==> src/rtl/adaptive_traffic_ctrl_n_if.sv <==
// -----------------------------------------------------------------------------
// adaptive_traffic_ctrl_n_if
//
// Bundles the signals between the sensor-conditioning side, the controller and
// the lamp drivers. The controller connects to the slave modport. Whoever drives
// the timebase, sensors and emergency request connects to the master modport.
//
// Signals:
//   tick        master->slave  one-cycle timebase strobe
//   sens        master->slave  NUM_DIR*SENS_W packed densities, approach i at [i*SENS_W +: SENS_W]
//   emerg_req   master->slave  level-sensitive emergency request
//   emerg_dir   master->slave  approach to receive the emergency green
//   lights      slave->master  NUM_DIR*3 lamp codes, approach i at [i*3 +: 3]
//                              (001 green, 010 orange, 100 red)
//   active_dir  slave->master  approach holding green or orange
//   phase       slave->master  00 GREEN, 01 ORANGE, 10 ALLRED
// -----------------------------------------------------------------------------
interface adaptive_traffic_ctrl_n_if #(
    parameter int NUM_DIR = 4,
    parameter int SENS_W  = 2
);
    localparam int DIR_W = $clog2(NUM_DIR);

    logic                      tick;
    logic [NUM_DIR*SENS_W-1:0] sens;
    logic                      emerg_req;
    logic [DIR_W-1:0]          emerg_dir;
    logic [NUM_DIR*3-1:0]      lights;
    logic [DIR_W-1:0]          active_dir;
    logic [1:0]                phase;

    modport master (
        output tick, sens, emerg_req, emerg_dir,
        input  lights, active_dir, phase
    );

    modport slave (
        input  tick, sens, emerg_req, emerg_dir,
        output lights, active_dir, phase
    );
endinterface

==> src/rtl/adaptive_traffic_ctrl_n.sv <==
// -----------------------------------------------------------------------------
// adaptive_traffic_ctrl_n
//
// N-approach adaptive traffic-light controller. Green rotates through the
// approaches, with the next green going to the busiest waiting approach. A
// green approach that is strictly busier than every other approach may extend
// its slot, up to MAX_GREEN ticks in total. Every handover passes through
// ORANGE and then an all-red clearance. An emergency request pre-empts a
// foreign green immediately, and it holds green on its own approach.
//
// Ports:
//   clk   rising-edge clock
//   rst   synchronous, active-high reset
//   bus   adaptive_traffic_ctrl_n_if.slave
//         (tick, sens, emerg_req, emerg_dir in; lights, active_dir, phase out)
//
// Outputs are decoded purely from registered state. No input reaches an
// output combinationally.
// -----------------------------------------------------------------------------
module adaptive_traffic_ctrl_n #(
    parameter int NUM_DIR     = 4,
    parameter int SENS_W      = 2,
    parameter int CNT_W       = 6,
    parameter int GREEN_TIME  = 30,
    parameter int ORANGE_TIME = 3,
    parameter int ALLRED_TIME = 1,
    parameter int MAX_GREEN   = 60
) (
    input  logic                      clk,
    input  logic                      rst,
    adaptive_traffic_ctrl_n_if.slave  bus
);
    localparam int DIR_W = $clog2(NUM_DIR);

    localparam logic [CNT_W-1:0] GREEN_LOAD  = CNT_W'(GREEN_TIME);
    localparam logic [CNT_W-1:0] ORANGE_LOAD = CNT_W'(ORANGE_TIME);
    localparam logic [CNT_W-1:0] ALLRED_LOAD = CNT_W'(ALLRED_TIME);

    typedef enum logic [1:0] {
        PH_GREEN  = 2'b00,
        PH_ORANGE = 2'b01,
        PH_ALLRED = 2'b10
    } phase_e;

    phase_e           phase_q;
    logic [DIR_W-1:0] cur_dir_q;
    logic [DIR_W-1:0] nxt_dir_q;
    logic [CNT_W-1:0] timer_q;
    logic [CNT_W-1:0] green_acc_q;

    // -------------------------------------------------------------------------
    // Unpack the per-approach density values.
    // -------------------------------------------------------------------------
    logic [SENS_W-1:0] sens_arr [NUM_DIR];

    for (genvar g = 0; g < NUM_DIR; g++) begin : g_sens
        assign sens_arr[g] = bus.sens[g*SENS_W +: SENS_W];
    end

    // -------------------------------------------------------------------------
    // Next-direction selection. Scan cur_dir+1, cur_dir+2, ... modulo NUM_DIR.
    // best_other is the maximum over all approaches except cur_dir. It serves
    // the selection and also the "strictly busiest" test for extension.
    // -------------------------------------------------------------------------
    logic [DIR_W-1:0]  sel_dir;
    logic [SENS_W-1:0] best_other;
    logic [DIR_W-1:0]  scan_dir;
    int                scan_idx;
    logic              cur_dominant;

    always_comb begin
        // NOTE: every variable written here gets a default first; a path that
        // skipped an assignment would otherwise infer a latch.
        sel_dir    = cur_dir_q;
        best_other = '0;
        scan_idx   = 0;
        scan_dir   = '0;
        for (int k = 1; k < NUM_DIR; k++) begin
            scan_idx = int'(cur_dir_q) + k;
            if (scan_idx >= NUM_DIR) begin
                scan_idx = scan_idx - NUM_DIR;
            end
            scan_dir = DIR_W'(scan_idx);
            // A later candidate only wins with a strictly larger value, so a
            // tie stays with the approach met first in scan order.
            if (k == 1 || sens_arr[scan_dir] > best_other) begin
                best_other = sens_arr[scan_dir];
                sel_dir    = scan_dir;
            end
        end
        cur_dominant = sens_arr[cur_dir_q] > best_other;
    end

    // -------------------------------------------------------------------------
    // Timer and accumulator helpers
    // -------------------------------------------------------------------------
    logic             phase_end;
    logic             ext_ok;
    logic [CNT_W-1:0] acc_inc;

    assign phase_end = bus.tick && (timer_q == CNT_W'(1));
    // The cap check uses the accumulated green before this tick is counted.
    assign ext_ok    = (int'(green_acc_q) + GREEN_TIME) <= MAX_GREEN;
    // The accumulator saturates instead of wrapping, so a long green can never
    // look short again.
    assign acc_inc   = (green_acc_q == '1) ? green_acc_q : green_acc_q + CNT_W'(1);

    // -------------------------------------------------------------------------
    // Phase state machine
    // -------------------------------------------------------------------------
    always_ff @(posedge clk) begin
        // NOTE: reset is tested inside the clocked block, so it is synchronous
        // and takes effect only on a rising edge.
        if (rst) begin
            // NOTE: non-blocking assignments, so every register here samples
            // the pre-edge values of the others.
            phase_q     <= PH_GREEN;
            cur_dir_q   <= '0;
            nxt_dir_q   <= '0;
            timer_q     <= GREEN_LOAD;
            green_acc_q <= '0;
        end else if (phase_q == PH_GREEN && bus.emerg_req) begin
            // Emergency is evaluated every cycle, independent of tick.
            if (cur_dir_q != bus.emerg_dir) begin
                phase_q   <= PH_ORANGE;
                timer_q   <= ORANGE_LOAD;
                nxt_dir_q <= bus.emerg_dir;
            end else begin
                // Green already belongs to the emergency approach. Freeze the
                // slot at its start so that nothing can end it.
                timer_q     <= GREEN_LOAD;
                green_acc_q <= '0;
            end
        end else if (bus.tick) begin
            if (phase_end) begin
                case (phase_q)
                    PH_GREEN: begin
                        green_acc_q <= acc_inc;
                        if (cur_dominant && ext_ok) begin
                            timer_q <= GREEN_LOAD;
                        end else begin
                            phase_q   <= PH_ORANGE;
                            timer_q   <= ORANGE_LOAD;
                            nxt_dir_q <= sel_dir;
                        end
                    end
                    PH_ORANGE: begin
                        phase_q <= PH_ALLRED;
                        timer_q <= ALLRED_LOAD;
                    end
                    PH_ALLRED: begin
                        phase_q     <= PH_GREEN;
                        timer_q     <= GREEN_LOAD;
                        green_acc_q <= '0;
                        cur_dir_q   <= bus.emerg_req ? bus.emerg_dir : nxt_dir_q;
                    end
                    default: begin
                        // Unreachable encoding. Recover into a safe all-red
                        // clearance before any green is shown.
                        phase_q <= PH_ALLRED;
                        timer_q <= ALLRED_LOAD;
                    end
                endcase
            end else begin
                timer_q <= timer_q - CNT_W'(1);
                if (phase_q == PH_GREEN) begin
                    green_acc_q <= acc_inc;
                end
            end
        end
    end

    // -------------------------------------------------------------------------
    // Lamp decode: only cur_dir can be non-red, and only in GREEN or ORANGE.
    // -------------------------------------------------------------------------
    for (genvar g = 0; g < NUM_DIR; g++) begin : g_lamp
        assign bus.lights[g*3 +: 3] =
            (cur_dir_q != DIR_W'(g))  ? 3'b100 :
            (phase_q   == PH_GREEN)   ? 3'b001 :
            (phase_q   == PH_ORANGE)  ? 3'b010 : 3'b100;
    end

    assign bus.active_dir = cur_dir_q;
    assign bus.phase      = phase_q;

endmodule

==> src/flat_wrapper.sv <==
// flat-port wrapper written by rule: the top's interface ports become plain ports
module adaptive_traffic_ctrl_n_flat 
#(
    parameter int NUM_DIR     = 4,
    parameter int SENS_W      = 2,
    parameter int CNT_W       = 6,
    parameter int GREEN_TIME  = 30,
    parameter int ORANGE_TIME = 3,
    parameter int ALLRED_TIME = 1,
    parameter int MAX_GREEN   = 60
)
  (clk, rst, bus_tick, bus_sens, bus_emerg_req, bus_emerg_dir, bus_lights, bus_active_dir, bus_phase);
  adaptive_traffic_ctrl_n_if #(.NUM_DIR(NUM_DIR), .SENS_W(SENS_W)) bus_i ();
  input  logic clk;
  input  logic rst;
  input wire logic [$bits(bus_i.tick)-1:0] bus_tick;
  input wire logic [$bits(bus_i.sens)-1:0] bus_sens;
  input wire logic [$bits(bus_i.emerg_req)-1:0] bus_emerg_req;
  input wire logic [$bits(bus_i.emerg_dir)-1:0] bus_emerg_dir;
  output wire logic [$bits(bus_i.lights)-1:0] bus_lights;
  output wire logic [$bits(bus_i.active_dir)-1:0] bus_active_dir;
  output wire logic [$bits(bus_i.phase)-1:0] bus_phase;
  assign bus_i.tick = bus_tick;
  assign bus_i.sens = bus_sens;
  assign bus_i.emerg_req = bus_emerg_req;
  assign bus_i.emerg_dir = bus_emerg_dir;
  assign bus_lights = bus_i.lights;
  assign bus_active_dir = bus_i.active_dir;
  assign bus_phase = bus_i.phase;
  adaptive_traffic_ctrl_n #(.NUM_DIR(NUM_DIR), .SENS_W(SENS_W), .CNT_W(CNT_W), .GREEN_TIME(GREEN_TIME), .ORANGE_TIME(ORANGE_TIME), .ALLRED_TIME(ALLRED_TIME), .MAX_GREEN(MAX_GREEN)) u_core (.clk(clk), .rst(rst), .bus(bus_i));
endmodule
==> config.mk <==
export PLATFORM = sky130hd
export DESIGN_NAME = adaptive_traffic_ctrl_n_flat
export DESIGN_NICKNAME = d
export VERILOG_FILES = /design/src/rtl/adaptive_traffic_ctrl_n_if.sv /design/src/rtl/adaptive_traffic_ctrl_n.sv /design/src/flat_wrapper.sv
export SDC_FILE = /design/constraint.sdc
export NUM_CORES = 1
export LEC_CHECK = 0
export CAP_MARGIN = 20
export CORE_ASPECT_RATIO = 0.5
export CORE_MARGIN = 5
export CORE_UTILIZATION = 53
export DETAILED_ROUTE_END_ITERATION = 10
export PLACE_DENSITY_LB_ADDON = 0.15
export SETUP_SLACK_MARGIN = 0.3
export SLEW_MARGIN = 20
export SYNTH_ARGS = -nofsm -noshare
export SYNTH_HDL_FRONTEND = slang
export SYNTH_SLANG_ARGS = --single-unit
==> constraint.sdc <==
create_clock -name clk -period 5.6 [get_ports clk]
set_input_delay 1.4 -clock clk [delete_from_list [all_inputs] [get_ports clk]]
set_output_delay 1.4 -clock clk [all_outputs]
set_load 0.02 [all_outputs]
=== Yosys cells after proc, flatten, opt, wreduce, memory -nomap -nowiden ===
Index checks and enable logic that the tools add are counted.

* Bits of input ports: 14
* Output and inout bits: 16
* Word-level logic and storage cells: 107
* Bits in registers: 18

* Bitwise gates (word level): 5
* Multiplexer cells: 51
* Add/subtract/negate cells: 9
* Reductions and logical operators: 14
* Equality and inequality tests: 12
* $lt $le $gt $ge: 11

{| class="wikitable"
|+ Operators by type and width
! operator !! number
|-
| 2-bit two-way mux || 27
|-
| 6-bit two-way mux || 9
|-
| 32-bit by 7-bit <= comparator with 1-bit output, second input constant || 1
|-
| 3-bit >= comparator, second input constant || 7
|-
| 3-bit two-way mux || 6
|-
| 2-bit binary-select mux with 2-bit select || 4
|-
| 2-bit inverter with 3-bit output || 4
|-
| 6-bit case mux with 2 select lines || 1
|-
| 4-bit AND reduction || 3
|-
| 5-bit two-way mux || 2
|-
| 5-bit case mux with 2 select lines || 1
|-
| 2-bit != test, second input constant || 4
|-
| 2-bit nonzero test || 4
|-
| 6-bit by 5-bit adder with 7-bit output, second input constant || 1
|-
| 2-bit by 2-bit adder with 3-bit output, second input constant || 2
|-
| 6-bit by 1-bit adder with 6-bit output, second input constant || 1
|-
| 6-bit by 1-bit equality test with 1-bit output, second input constant || 1
|-
| 6-bit equality test, second input constant || 1
|-
| 2-bit > comparator || 3
|-
| 3-bit nonzero test || 2
|-
| 2-bit by 1-bit subtractor with 2-bit output, second input constant || 3
|-
| 6-bit by 1-bit subtractor with 6-bit output, second input constant || 1
|-
| 5-bit AND reduction || 1
|-
| 2-bit by 1-bit != test with 1-bit output, second input constant || 2
|-
| 9 further kinds || 11
|}

=== Logic depth before layout (Yosys ltp) ===
Gate-level depths: netlist (run 1).

* Word-level depth: 18
* Gate-level depth with buffers: 22
* Depth with buffers taken out: 21

=== Worst setup path after synthesis (run 1) ===
No wires, ideal clock.

* Path kind: input-to-reg
* Start point: input port bus_sens[3]
* End point: register u_core.timer_q[4]
* Path buffers: 0
* Slack: 1.072 ns
* Required time: 5.542 ns
* Library setup time: 0.058 ns
* Data arrival time: 4.470 ns
* Stages on the path: 18
* Path through: mux4_2 inv_1 ha_1 nand2b_1 o21ai_0 nand2_1 o21ai_1 ha_1 nor2b_1 or2_1 nand2_1 o21ai_1 ha_1 a22oi_1 nand4_1 or2_1 a311oi_2 a211o_1

* Word-level cells in the longest chain between the ends: 14
* Elaborated cells on any way between the ends: 23
* Classes of those cells: order compare: 3; mux: 19; reduce/logical: 1

{| class="wikitable"
|+ RTL lines
! item !! line !! text
|-
| start, declared || flat_wrapper.sv:17 || <nowiki>input wire logic [$bits(bus_i.sens)-1:0] bus_sens;</nowiki>
|-
| 2-bit binary-select mux with 2-bit select (on tied branches) || - ||
|-
| 2-bit two-way mux (on tied branches) (2 in a row) || adaptive_traffic_ctrl_n.sv:86, adaptive_traffic_ctrl_n.sv:87 ||
|-
| 2-bit > comparator || adaptive_traffic_ctrl_n.sv:86 || <nowiki>if (k == 1 || sens_arr[scan_dir] > best_other) begin</nowiki>
|-
| 2-bit two-way mux || adaptive_traffic_ctrl_n.sv:86 ||
|-
| 2-bit > comparator || adaptive_traffic_ctrl_n.sv:86 ||
|-
| 2-bit two-way mux || adaptive_traffic_ctrl_n.sv:86 ||
|-
| 2-bit > comparator * || adaptive_traffic_ctrl_n.sv:91 || <nowiki>cur_dominant = sens_arr[cur_dir_q] > best_other;</nowiki>
|-
| 1-bit logical AND * || adaptive_traffic_ctrl_n.sv:139 || <nowiki>if (cur_dominant && ext_ok) begin</nowiki>
|-
| 5-bit two-way mux * || adaptive_traffic_ctrl_n.sv:139 ||
|-
| 5-bit case mux with 2 select lines * || adaptive_traffic_ctrl_n.sv:136 || <nowiki>case (phase_q)</nowiki>
|-
| 6-bit two-way mux * || adaptive_traffic_ctrl_n.sv:135 || <nowiki>if (phase_end) begin</nowiki>
|-
| 6-bit two-way mux * || adaptive_traffic_ctrl_n.sv:134 || <nowiki>end else if (bus.tick) begin</nowiki>
|-
| 6-bit two-way mux * || adaptive_traffic_ctrl_n.sv:122 || <nowiki>end else if (phase_q == PH_GREEN && bus.emerg_req) begin</nowiki>
|-
| end signal, assigned || adaptive_traffic_ctrl_n.sv:165 || <nowiki>timer_q <= timer_q - CNT_W'(1);</nowiki>
|-
| end, declared || adaptive_traffic_ctrl_n.sv:48 || <nowiki>logic [CNT_W-1:0] timer_q;</nowiki>
|}

Mark *: on every way between the ends. The rest lies on a longest branch, timed or not. The select of a mux whose other input is x is not followed.
A chain may end at the register's enable or synchronous reset.

=== Worst setup path in the final report (run 1) ===
Same ends and word-level chain as after synthesis.

==> results.sh, run 1 <==
export IMPL_routed_via_density=5.815
export IMPL_fin_crit_sh=0.8988
export IMPL_clk_latency_ns=0.26
export IMPL_worstSetupPathType="primary input to flip-flop"
export IMPL_syn_inst=206
export IMPL_start_util=0.5603
export IMPL_syn_area_um2=1708
export IMPL_r2r_start="u_core.bus.active_dir[1]"
export IMPL_via_count=1570
export IMPL_critPathTopFamily="simple AND/OR/NAND/NOR gates"
export IMPL_cellPowerDensity_nw_per_um2=170.8
export IMPL_finalWirelength_um=3869
export IMPL_layout_commonest_cell="clkdlybuf4s50_1"
export IMPL_hold_viol_final=0
export IMPL_rr_endpoint="u_core.timer_q[4]"
export IMPL_skew_ns=0.004040
export IMPL_syn_to_final_growth_pct=20.81
export IMPL_crit_path_start="bus_sens[3]"
export IMPL_die_area_um2=4527
export IMPL_dp_hpwl_um=3113
export IMPL_rsz0062_at_grt="true"
export IMPL_core_area_um2=3048
export IMPL_grt_max_degree=22
export IMPL_io_buffers=29
export IMPL_drc_errors=0
export IMPL_start_kind="primary input"
export IMPL_slew_viol_final=0
export IMPL_yosysTopAreaCellShare=0.2110
export IMPL_final_cell_mix="clkdlybuf4s50_1 (29), nor2_1 (20), ha_1 (18), dfxtp_1 (18)"
export IMPL_drive_gt1_frac=0.08696
export IMPL_crit_chain="clkdlybuf4s50_1 -> mux4_2 -> inv_1 -> ha_1 -> nand2b_1 -> o21ai_0 -> nand2_1 -> o21ai_1 -> ha_1 -> nor2b_1 -> or2_1 -> nand2_1 -> o21ai_1 -> ha_1 -> a22oi_1 -> nand4_1 -> or2_1 -> a311oi_2 -> a211o_1"
export IMPL_irDropWorstVdd_v=0.00008091
export IMPL_final_setup_tns_ns=0
export IMPL_insertedDiodeCount=0
export IMPL_hp_start="u_core.nxt_dir_q[0]"
export IMPL_relSlewSlack=0.4714
export IMPL_cts_tree="yes"
export IMPL_die_w_um=90.28
export IMPL_crit_path_end_kind="flip-flop"
export IMPL_cts_max_path_buffers=2
export IMPL_drt_wirelength_per_cell_um=14.33
export IMPL_final_antenna_net_count=0
export IMPL_fin_nets=263
export IMPL_ys_seq_area_frac=0.2110
export IMPL_synth_seq_cells=18
export IMPL_setup_viol=0
export IMPL_grt_overflow=0
export IMPL_cts_resized=0
export IMPL_htreeDepth=1
export IMPL_num_rows=14
export IMPL_max_stage_delay_ns=0.50
export IMPL_ys_flop_type="dfxtp_1"
export IMPL_crit_top_cell="ha_1"
export IMPL_fmax_ghz=0.1987
export IMPL_synth_warnings=0
export IMPL_hold_depth=2
export IMPL_grtUsageTotal=0.1789
export IMPL_synth_edf_count=0
export IMPL_fp_dieH_um=50.14
export IMPL_numCtsBuffers=3
export IMPL_postSynth_asyncResetShare=0
export IMPL_leakagePower_nw=0.8114
export IMPL_worst_r2r_cell_count=20
export IMPL_ys_types=48
export IMPL_cts_hold_buf=0
export IMPL_antenna_found_initial=0
export IMPL_grt_pass1_vias=1453
export IMPL_hp_class="flip-flop to flip-flop"
export IMPL_post_cts_buffers=0
export IMPL_r2r_setup_slack_ns=0.96
export IMPL_fin_util=0.6769
export IMPL_hold_path_end="u_core.nxt_dir_q[0]"
export IMPL_clkTransAtPathRegs_ns=0.07
export IMPL_critPathBufInv=2
export IMPL_io_pins=30
export IMPL_worst_slew_pin_slew_ns=0.7905
export IMPL_ys_top_cells_by_area="dfxtp_1 (21%), ha_1 (13%), mux4_2 (11%)"
export IMPL_cp_required_ns=5.81
export IMPL_max_cap_viol_count=0
export IMPL_min_period_ns=5.034
export IMPL_crit_arrival_ns=5.24
export IMPL_grt_pass1_wl_um=6789
export IMPL_avgSynthCellArea_um2=8.291
export IMPL_syn_num_nets=238
export IMPL_cp_slowest_cell="mux4_2"
export IMPL_cts_root_buf="clkbuf_8"
export IMPL_cts_sinks=18
export IMPL_crit_fanout=4
export IMPL_synth_top_area_cell="dfxtp_1"
export IMPL_gp_congestion=0.8150
export IMPL_dr_pass1_iters=4
export IMPL_drtIter0Drc=132
export IMPL_status="completed"
synth_stat cells (3+ instances only):
| master | count |
|---|---|
| nor2_1 | 20 |
| dfxtp_1 | 18 |
| ha_1 | 18 |
| a21oi_1 | 16 |
| inv_1 | 16 |
| nand2_1 | 14 |
| mux4_2 | 8 |
| nor3_1 | 8 |
| nand2b_1 | 7 |
| buf_2 | 5 |
| nand3_1 | 5 |
| o21ai_0 | 5 |
| o21ai_1 | 5 |
| a211oi_1 | 4 |
| clkbuf_1 | 4 |
| xnor2_1 | 4 |
| and3_1 | 3 |
| o21a_1 | 3 |
| o32ai_1 | 3 |
| or2_1 | 3 |
routing by layer:
layer  share of wire  track usage  vias to the layer above
li1                -            -                      804
met1            0.52       0.2552                      735
met4          0.0075      0.03713                        0
met3           0.032      0.03134                        5
met5               0            0                        -
met2            0.44       0.2876                       26
power breakdown:
part	internal, mW	switching (mW)	total [mW]
clock network	0.0626	0.0478	0.110
registers	0.135	0.00900	0.144
logic	0.0468	0.0510	0.0978
stage by stage:
step                      worst slack (ns)  total power [mW]  std cells  hold slack [ns]  cell area, um2
after floorplan                      1.072            0.2141        206           0.4553            1708
after global placement              0.4194            0.2411        266           0.4732            2008
after detailed placement            0.3112            0.2443        266           0.4894            2008
after CTS                           0.5761            0.3559        270           0.5060            2063
after global routing                0.2961            0.3771        270           0.5762            2063
final                               0.5664            0.3524        270           0.5051            2063
area by class of cell:
class | instances | area, um2
clock buffers | 4 | 55.05
multi-input cells | 162 | 1240
well taps | 40 | 50.05
fillers | 265 | 984.7
repair buffers | 30 | 297.8
flip-flops and latches | 18 | 360.3
inverters | 16 | 60.06
kinds of logic after synthesis:
| family | after synthesis | synth area share |
|---|---|---|
| and+or+nand+nor | 74 | 0.2242 |
| AOI/OAI and AO/OA | 55 | 0.2256 |
| buffers and inverters | 26 | 0.06300 |
| adders and majority gates | 18 | 0.1319 |
| DFF | 18 | 0.2110 |
| muxes | 11 | 0.1238 |
| xor gates and xnor gates | 4 | 0.02051 |
flip-flops by register name (all words and copies together), names as in the netlist:
name                   count
u_core.green_acc_q         6
u_core.timer_q             6
u_core.bus.active_dir      2
u_core.bus.phase           2
u_core.nxt_dir_q           2
worst max-delay path by stage:
stage	endpoint	slack [ns]	cells after the start
2_1_floorplan	u_core.timer_q[4]	1.07	18
5_1_grt	u_core.nxt_dir_q[0]	0.30	19
6_report	u_core.timer_q[4]	0.57	19
3_5_place_dp	u_core.timer_q[4]	0.31	19
4_1_cts	u_core.timer_q[4]	0.58	19
3_3_place_gp	u_core.nxt_dir_q[0]	0.42	19
worst register-to-register path: cells and delay by family (launching register included):
kind | cells | cell delay, ns
muxes | 1 | 0.53
DFF | 1 | 0.56
and+or+nand+nor | 7 | 1.21
adders and majority gates | 4 | 1.21
AOI/OAI and AO/OA | 6 | 0.83
buffers and inverters | 2 | 0.23
Power figures use the tool's default switching activity.
==> run 2: changes to the inputs <==
- CORE_MARGIN: 5 -> 2
==> run 2 against run 1 <==
  * Die area shrank 18%
  * Non-clock buffer count unchanged
  * Sequential share of layout area about the same
  * Largest cell class unchanged
  * Register-to-register slack got worse by 0.10 ns
  * Clock power down 14%
  * Setup slack worse by 0.067 ns
==> results.sh, run 2 (synthesized netlist as in run 1, its figures left out) <==
export IMPL_largest_registers="u_core.green_acc_q: 6 flops, u_core.timer_q: 6 flops"
export IMPL_irDropWorstVdd_v=0.0001160
export IMPL_cts_root_buf="clkbuf_8"
export IMPL_cts_hold_buf=0
export IMPL_crit_arrival_ns=5.31
export IMPL_cts_sinks=18
export IMPL_fmax_ghz=0.1961
export IMPL_io_pins=30
export IMPL_core_area_um2=3030
export IMPL_numCtsBuffers=3
export IMPL_cp_required_ns=5.81
export IMPL_cts_max_path_buffers=2
export IMPL_cp_endpoint="u_core.timer_q[4]"
export IMPL_drive_gt1_frac=0.09170
export IMPL_p_int_mw=0.2308
export IMPL_fp_dieH_um=44.14
export IMPL_drtIter0Drc=154
export IMPL_io_buffers=29
export IMPL_worstSetupPathType="primary input to flip-flop"
export IMPL_grt_max_degree=22
export IMPL_clkPwrFrac=0.276
export IMPL_grtUsageTotal=0.2248
export IMPL_r2r_setup_slack_ns=0.86
export IMPL_max_cap_viol_count=0
export IMPL_hp_class="flip-flop to flip-flop"
export IMPL_grt_overflow=0
export IMPL_fin_cells=269
export IMPL_antenna_found_initial=0
export IMPL_drt_wirelength_per_cell_um=14.92
export IMPL_die_w_um=84.28
export IMPL_start_kind="primary input"
export IMPL_leakagePower_nw=0.8074
export IMPL_syn_to_final_growth_pct=21.03
export IMPL_insertedDiodeCount=0
export IMPL_skew_ns=0.003082
export IMPL_start_util=0.5636
export IMPL_r2r_start="u_core.bus.active_dir[1]"
export IMPL_min_period_ns=5.100
export IMPL_post_cts_buffers=0
export IMPL_netSwitchingFraction=0.3220
export IMPL_cellPowerDensity_nw_per_um2=164.7
export IMPL_rr_endpoint="u_core.timer_q[4]"
export IMPL_cts_tree="yes"
export IMPL_slew_viol_final=0
export IMPL_grt_pass1_wl_um=6672
export IMPL_worst_slew_pin_slew_ns=0.8023
export IMPL_setup_slack_ns=0.4999
export IMPL_seqPwrFrac=0.424
export IMPL_num_rows=14
export IMPL_dr_pass1_iters=4
export IMPL_grt_pass1_vias=1485
export IMPL_htreeDepth=1
export IMPL_setup_viol=0
export IMPL_final_antenna_net_count=0
export IMPL_crit_path_start="bus_sens[3]"
export IMPL_fin_nets=263
export IMPL_whs_ns=0.5016
export IMPL_power_switching_mw=0.1096
export IMPL_clk_latency_ns=0.26
export IMPL_placed_area_um2=2008
export IMPL_fin_util=0.6821
export IMPL_post_place_ws_ns=0.2986
export IMPL_total_power_mw=0.3405
export IMPL_drc_errors=0
export IMPL_gp_congestion=0.8266
export IMPL_rsz0062_at_grt="false"
export IMPL_crit_path_end_kind="flip-flop"
export IMPL_routed_via_density=6.015
export IMPL_crit_fanout=4
export IMPL_finalWirelength_um=4013
export IMPL_die_area_um2=3720
export IMPL_dp_cells=266
export IMPL_fin_area_um2=2067
export IMPL_status="completed"
export IMPL_final_cell_mix="clkdlybuf4s50_1 (29), nor2_1 (20), ha_1 (18), dfxtp_1 (18)"
export IMPL_layout_commonest_cell="clkdlybuf4s50_1"
export IMPL_dp_hpwl_um=3065
export IMPL_relSlewSlack=0.4635
export IMPL_clkTransAtPathRegs_ns=0.07
export IMPL_via_count=1618
export IMPL_hold_viol_final=0
export IMPL_final_setup_tns_ns=0
export IMPL_power_frac_comb=0.300
export IMPL_worst_r2r_cell_count=20
export IMPL_fin_crit_sh=0.9107
run 2: what timing repair did:
item	CTS	global route
hold endpoints to repair	0	0
resized for setup	0	4
setup endpoints to repair	0	4
run 2: final cells by class:
class / instances / area, um2
Clock buffer: 3 / 41.29
Fill cell: 262 / 963.4
Inverter: 16 / 60.06
Multi-Input combinational cell: 162 / 1257
Sequential cell: 18 / 360.3
Tap cell: 40 / 50.05
Timing Repair Buffer: 30 / 297.8
run 2: how the worst min path moves through the flow:
stage                                    from                  end  slack [ns]  cells after the start
final                     u_core.nxt_dir_q[0]  u_core.nxt_dir_q[0]        0.50                      2
after global routing      u_core.nxt_dir_q[0]  u_core.nxt_dir_q[0]        0.54                      2
after global placement    u_core.nxt_dir_q[0]  u_core.nxt_dir_q[0]        0.47                      2
after detailed placement  u_core.nxt_dir_q[0]  u_core.nxt_dir_q[0]        0.49                      2
after floorplan           u_core.nxt_dir_q[0]  u_core.nxt_dir_q[0]        0.46                      2
after CTS                 u_core.nxt_dir_q[0]  u_core.nxt_dir_q[0]        0.50                      2
run 2: critical path: stages:
cell and delay, ns:
clkdlybuf4s50_1 0.45, mux4_2 0.51, inv_1 0.07, ha_1 0.23, nand2b_1 0.18, o21ai_2 0.09
nand2_1 0.07, o21ai_1 0.11, ha_1 0.25, nor2b_1 0.14, or2_1 0.25, nand2_1 0.08
o21ai_1 0.06, ha_1 0.27, a22oi_1 0.19, nand4_1 0.25, or2_1 0.32, a311oi_2 0.26
a211o_1 0.13
run 2: per-layer routing:
layer | GRT usage | wire length (um)
met5 | 0 | 0
met4 | 0.05161 | 17
met3 | 0.05970 | 203
met2 | 0.3857 | 1889
met1 | 0.2923 | 1903
run 2: power by group through the flow:
stage / sequential (mW) / combinational, mW / clock (mW)
finish: 0.144 / 0.102 / 0.0941
global route: 0.145 / 0.114 / 0.0975
CTS: 0.144 / 0.0987 / 0.0939
detailed placement: 0.147 / 0.0982 / 0
global placement: 0.147 / 0.0945 / 0
floorplan: 0.144 / 0.0697 / 0
